File: config.mk
export PLATFORM = sky130hd
export DESIGN_NAME = spi_controller
export DESIGN_NICKNAME = d
export VERILOG_FILES = /design/src/rtl/spi_pkg.sv /design/src/rtl/spi_fifo.sv /design/src/rtl/spi_controller.sv
export SDC_FILE = /design/constraint.sdc
export NUM_CORES = 1
export LEC_CHECK = 0
export ABC_AREA = 1
export BUFFER_PORTS_ARGS = -buffer_cell sky130_fd_sc_hd__buf_2
export CAP_MARGIN = 20
export CORE_ASPECT_RATIO = 1.4
export CORE_UTILIZATION = 60
export DETAILED_ROUTE_END_ITERATION = 10
export HOLD_SLACK_MARGIN = 0.02
export PLACE_DENSITY = 0.78
export SLEW_MARGIN = 0
export SYNTH_ARGS = -nofsm -noshare
export SYNTH_HDL_FRONTEND = slang
export SYNTH_HIERARCHICAL = 1
export SYNTH_SLANG_ARGS = --single-unit
File: constraint.sdc
create_clock -name clk -period 2.6 [get_ports clk]
set_input_delay 0 -clock clk [delete_from_list [all_inputs] [get_ports clk]]
set_output_delay 0 -clock clk [all_outputs]
set_load 0.01 [all_outputs]
File: src/rtl/spi_pkg.sv
// Shared types for the SPI controller: engine states and the TX FIFO entry.
package spi_pkg;

  typedef enum logic [1:0] {
    IDLE  = 2'd0,
    LOAD  = 2'd1,
    SHIFT = 2'd2,
    DONE  = 2'd3
  } spi_state_t;

  // One queued transfer: the byte to send and whether to keep its response.
  typedef struct packed {
    logic       ignore;
    logic [7:0] data;
  } tx_entry_t;

  localparam int TX_ENTRY_W = $bits(tx_entry_t);

endpackage

File: src/rtl/spi_fifo.sv
// Synchronous single-clock FIFO with asynchronous reset. A push is accepted
// when not full, or when a pop happens in the same cycle (the pop frees the
// slot first). DEPTH must be a power of two so pointers wrap naturally.
module spi_fifo #(
  parameter int WIDTH = 9,
  parameter int DEPTH = 8
) (
  input  logic             clk,
  input  logic             rst,
  input  logic             push,
  input  logic             pop,
  input  logic [WIDTH-1:0] din,
  output logic [WIDTH-1:0] dout,
  output logic             full,
  output logic             empty
);

  localparam int AW = $clog2(DEPTH);
  localparam int CW = AW + 1;

  logic [WIDTH-1:0] mem [DEPTH];
  logic [AW-1:0]    wr_ptr;
  logic [AW-1:0]    rd_ptr;
  logic [CW-1:0]    count;
  logic             do_push;
  logic             do_pop;

  assign full    = (count == CW'(DEPTH));
  assign empty   = (count == '0);
  assign do_pop  = pop && !empty;
  assign do_push = push && (!full || do_pop);
  assign dout    = mem[rd_ptr];

  // Storage array; contents are don't-care until written.
  always_ff @(posedge clk) begin
    if (do_push) mem[wr_ptr] <= din;
  end

  // Pointer and occupancy bookkeeping.
  always_ff @(posedge clk or posedge rst) begin
    if (rst) begin
      wr_ptr <= '0;
      rd_ptr <= '0;
      count  <= '0;
    end else begin
      if (do_push) wr_ptr <= wr_ptr + AW'(1);
      if (do_pop)  rd_ptr <= rd_ptr + AW'(1);
      case ({do_push, do_pop})
        2'b10:   count <= count + CW'(1);
        2'b01:   count <= count - CW'(1);
        default: count <= count;
      endcase
    end
  end

endmodule

File: src/rtl/spi_controller.sv
// Memory-mapped SPI master (mode 0, MSB first) with a TX FIFO. Each queued
// byte is shifted out while the response is shifted in; the response lands
// in the RX holding register unless the entry asked for it to be ignored.
//
// Handshake: spi_wr is a one-cycle strobe; the entry is accepted on that
// edge if the FIFO has room (or frees a slot the same cycle) and silently
// dropped otherwise. spi_rd with spi_addr=0 consumes the RX byte on that
// edge; a status read (spi_addr=1) has no side effect.
module spi_controller
  import spi_pkg::*;
#(
  parameter int CLK_DIV    = 4,
  parameter int FIFO_DEPTH = 8
) (
  input  logic       clk,
  input  logic       rst,
  input  logic       spi_wr,
  input  logic       spi_rd,
  input  logic       spi_addr,
  input  logic [7:0] spi_din,
  input  logic       spi_ignore_response,
  output logic [7:0] spi_dout,
  output logic       spi_buffer_full,
  output logic       spi_buffer_empty,
  output logic       spi_data_avail,
  output logic       sclk,
  output logic       mosi,
  input  logic       miso,
  output logic       cs_n
);

  localparam logic [7:0] DIV_LAST = 8'(CLK_DIV - 1);

  spi_state_t state;
  tx_entry_t  push_entry;
  tx_entry_t  head;
  logic       fifo_empty;
  logic       fifo_full;
  logic [7:0] tx_sh;
  logic [7:0] rx_sh;
  logic [2:0] bit_cnt;
  logic [7:0] div_cnt;
  logic       ign_q;
  logic [7:0] dout_q;
  logic       avail_q;
  logic       miso_s1;
  logic       miso_s2;

  assign push_entry = '{ignore: spi_ignore_response, data: spi_din};

  spi_fifo #(
    .WIDTH (TX_ENTRY_W),
    .DEPTH (FIFO_DEPTH)
  ) u_fifo (
    .clk   (clk),
    .rst   (rst),
    .push  (spi_wr),
    .pop   (state == LOAD),
    .din   (push_entry),
    .dout  (head),
    .full  (fifo_full),
    .empty (fifo_empty)
  );

  assign spi_dout         = dout_q;
  assign spi_data_avail   = avail_q;
  assign spi_buffer_full  = fifo_full;
  assign spi_buffer_empty = fifo_empty && (state == IDLE);

  // Two-flop synchroniser for the asynchronous miso line.
  always_ff @(posedge clk or posedge rst) begin
    if (rst) begin
      miso_s1 <= 1'b0;
      miso_s2 <= 1'b0;
    end else begin
      miso_s1 <= miso;
      miso_s2 <= miso_s1;
    end
  end

  // Transfer engine: divider, bit counter, shift registers and RX holding.
  always_ff @(posedge clk or posedge rst) begin
    if (rst) begin
      state   <= IDLE;
      sclk    <= 1'b0;
      mosi    <= 1'b0;
      cs_n    <= 1'b1;
      tx_sh   <= '0;
      rx_sh   <= '0;
      bit_cnt <= '0;
      div_cnt <= '0;
      ign_q   <= 1'b0;
      dout_q  <= '0;
      avail_q <= 1'b0;
    end else begin
      // A data read consumes the byte; a DONE write below overrides this.
      if (spi_rd && !spi_addr) avail_q <= 1'b0;
      case (state)
        IDLE: begin
          sclk <= 1'b0;
          if (!fifo_empty) begin
            state <= LOAD;
            cs_n  <= 1'b0;
          end
        end
        LOAD: begin
          tx_sh   <= head.data;
          mosi    <= head.data[7];
          ign_q   <= head.ignore;
          bit_cnt <= '0;
          div_cnt <= '0;
          sclk    <= 1'b0;
          state   <= SHIFT;
        end
        SHIFT: begin
          // Capture one clk after the internal rise so the synchroniser's
          // latency is absorbed while sclk is still high.
          if (sclk && div_cnt == '0) rx_sh <= {rx_sh[6:0], miso_s2};
          if (div_cnt == DIV_LAST) begin
            div_cnt <= '0;
            if (!sclk) begin
              sclk <= 1'b1;
            end else begin
              sclk <= 1'b0;
              if (bit_cnt == 3'd7) begin
                state <= DONE;
              end else begin
                bit_cnt <= bit_cnt + 3'd1;
                tx_sh   <= {tx_sh[6:0], 1'b0};
                mosi    <= tx_sh[6];
              end
            end
          end else begin
            div_cnt <= div_cnt + 8'd1;
          end
        end
        DONE: begin
          if (!ign_q) begin
            dout_q  <= rx_sh;
            avail_q <= 1'b1;
          end
          if (!fifo_empty) begin
            state <= LOAD;
          end else begin
            state <= IDLE;
            cs_n  <= 1'b1;
          end
        end
        default: state <= IDLE;
      endcase
    end
  end

endmodule

==> results.md <==
- Yosys top cell area share: 39.2%
- Fin crit period: 2240 ps
- Cell area after synthesis: 5520 sq um
- #FFs+latches synth: 125
- Post-Synth XOR/XNOR Area: 1.59%
- Core Util, Final: 72.6%
- Critical path type: reg -> reg
- Count of different cell masters after synthesis: 39
- Post-synthesis adder-cell area fraction: 3.08%
- Slew HR: 66.6%
- Global-route wire length before repair: 18200 um
- R2R Path Start: state[0]
- Largest net degree at the start of global routing: 39
- Syn_nets: 554
- Post-synth ARST share: 42.4%
- Diodes inserted: 0
- Required @ worst endpoint: 2900 ps
- Root buffer cell: clkbuf_16
- DR iter-0 viols: 210
- Critical Path Most Common Cell: nand2_1
- Gate Count Post-Synth: 526
- Worst Setup SP: state[0]
- Total wire length: 11000 um
- Worst hold slack: 82.6 ps
- Slowest stage cell, crit path: ha_1
- Hold Crit Class: in -> async
- Crit Path Max Fanout: 14
- Arrival time at the worst endpoint: 2540 ps
- Post-cts sizing count: 0
- Final period util: 86.1%
- Post-synthesis compound-gate area fraction: 7.03%
- Final instance area: 6520 sq um
- R2R Path End: mosi
- Core area: 8980 sq um
- Initial core utilization: 61.4%
- Total CTS buffers: 17
- Setup crit end: mosi
- DR WL/cell: 15.6 um
- Grt ovf: 0
- Post-synthesis simple-gate area fraction: 18.0%
- Vias in the first global route: 4055
- Post-synthesis mux area share: 2.04%
- DRC: 0
- Number of max-cap violations: 0
- Main combinational cell family by area after synthesis: simple AND/OR/NAND/NOR gates
- Reg2Reg Setup Slack: 360 ps
- Design Power: 5320 uW
- Max-slew violation count: 0
- PD cells: 816 nW/um^2
- Dpl cell area: 5790 sq um
- Maximum clock rate: 447 MHz
- Post-synth EDFFs: 72
- CP startpoint kind: register
- Vias per inst: 5.57
- Top post-synthesis cells by area: edfxtp_1 (39%), dfrtp_1 (24%), nand2_1 (8.2%), nor2_1 (4.2%), o21ai_0 (3.8%)
- Gp weighted congestion: 0.787
- Count leader, synth: nand2_1
- Status: finished clean
- # setup viols final: 0
- Leakage power: 0.00292 uW
- Die Ht: 115 um
- CTS tree: done
- # fillers: 616
- Area delta synth->final: 18.1%
- RSZ-0062 raised after global routing: no
- Slew @ Worst Pin: 501 ps
- Die X: 83.0 um
- DIE AREA: 9590 sq um
- Peak supply drop: 0.000692 V
- Share of cells above drive strength 1: 15.5%
- Clock skew: 10.0 ps
- FF-to-FF path depth: 7
- Synthesis Warnings: 6
- Sequential share of the synthesized area: 63.3%
- Router iterations before antenna repair: 4
- Clk sinks: 125
- # IOs: 29
- Synth area leader: edfxtp_1
- Final antenna-violating net count: 0
- Final-report hold violation count: 0
- Critical Path End Type: register
- Vias: 3904
- DP HPWL: 6840 um
- Reg clk slew, reported paths: 60 ps
- H-tree Lvls: 4
- Setup TNS: 0 ps
- Top_reg_cell synth: edfxtp_1
- Total track usage: 25.1%
- Most instantiated cells after synthesis: nand2_1 (120), edfxtp_1 (72), nor2_1 (62)
- Initial antenna violation count: 0
- Crit-path cells: inv_1 > ha_1 > inv_2 > o21ai_1 > nand3_1 > nand2_1 > nand2_1
- Row cnt: 41
- Nets@finish: 609
- Max incr delay on CP: 480 ps
- Number of port buffers: 28
- Max clock buf depth: 2
- Post-synthesis average cell area: 10.5 sq um
- Clock Latency Late Sink: 410 ps
## routing by layer
metal | GRT usage (%) | part of all wire [%] | vias to the layer above
met1 | 27.4 | 39 | 1870
met2 | 44.5 | 53 | 123
li1 | - | - | 1880
met3 | 6.84 | 5.2 | 31
met5 | 0 | 0 | -
met4 | 13.9 | 2.8 | 0
## how the worst min path moves through the flow
stage	from	end
global placement	rst	ign_q
floorplan	rst	u_fifo/count[0]
detailed placement	rst	ign_q
finish	rst	ign_q
global route	rst	ign_q
CTS	rst	ign_q
## repair_timing
| action | 4_1_cts | 5_1_grt |
|---|---|---|
| setup buffers | 0 | 0 |
| hold buffers | 14 | 0 |
| endpoints found under the hold margin | 130 | 0 |
## metrics by stage
stage | instances | setup WS (ps)
final | 701 | 361
after global routing | 701 | 188
after CTS | 701 | 398
after detailed placement | 655 | 439
after global placement | 655 | 571
after floorplan | 526 | 444
## logic make-up after synthesis
group | count (synthesis)
flops | 125
xor+xnor | 10
buf+inv | 63
simple gates | 230
compound gates | 74
fa+ha+maj | 13
mux | 11
## cells in the final DEF (no fill, tap or decap), types with 3 or more instances in the layout
| cell | netlist | final |
|---|---|---|
| nor2_1 | 62 | 62 |
| o21ai_1 | 17 | 17 |
| ha_1 | 12 | 12 |
| nand3_1 | 17 | 17 |
| inv_2 | 4 | 4 |
| nor3b_1 | 3 | 3 |
| nand2_1 | 120 | 120 |
| edfxtp_1 | 72 | 72 |
| o22ai_1 | 9 | 9 |
| nand4_1 | 15 | 15 |
| nand2_4 | 3 | 3 |
| xor2_1 | 8 | 8 |
| clkbuf_16 | 0 | 17 |
| a21oi_1 | 4 | 4 |
| clkinvlp_4 | 0 | 4 |
| inv_1 | 36 | 35 |
| dfrtp_1 | 52 | 52 |
| dlygate4sd3_1 | 0 | 14 |
| buf_4 | 4 | 16 |
| mux2i_1 | 9 | 9 |
| buf_2 | 12 | 28 |
| inv_6 | 0 | 4 |
| o21ai_0 | 42 | 42 |
## worst max-delay path: cells and delay by family (launching register included)
family | cells | cell delay, ps
buffers and inverters | 2 | 340
AOI/OAI and AO/OA | 1 | 220
DFF | 1 | 440
adders and majority gates | 1 | 480
and+or+nand+nor | 3 | 650
## state kept, by name, summed over array words and instances, names as in the netlist
register	cells
tx_sh	7
u_fifo/wr_ptr	3
bit_cnt	3
div_cnt	8
rx_sh	8
u_fifo/mem	72
u_fifo/rd_ptr	3
spi_dout	8
mosi	1
miso_s1	1
cs_n	1
spi_data_avail	1
ign_q	1
state	2
u_fifo/count	4
miso_s2	1
sclk	1
## power breakdown
part           switching [uW]  internal, uW
Sequential                107          2340
Clock                     888          1430
Combinational             352           202
## final cells by class
type | count | area, sq um | share of cell area (%)
multi-input combinational | 338 | 1750 | 26.9
clock buffer | 18 | 429 | 6.58
timing repair buffer | 58 | 400 | 6.14
sequential | 125 | 3490 | 53.5
clock inverter | 14 | 159 | 2.44
tap | 107 | 134 | 2.05
inverter | 41 | 154 | 2.36
Note: power is estimated with default switching activity, not from simulation.
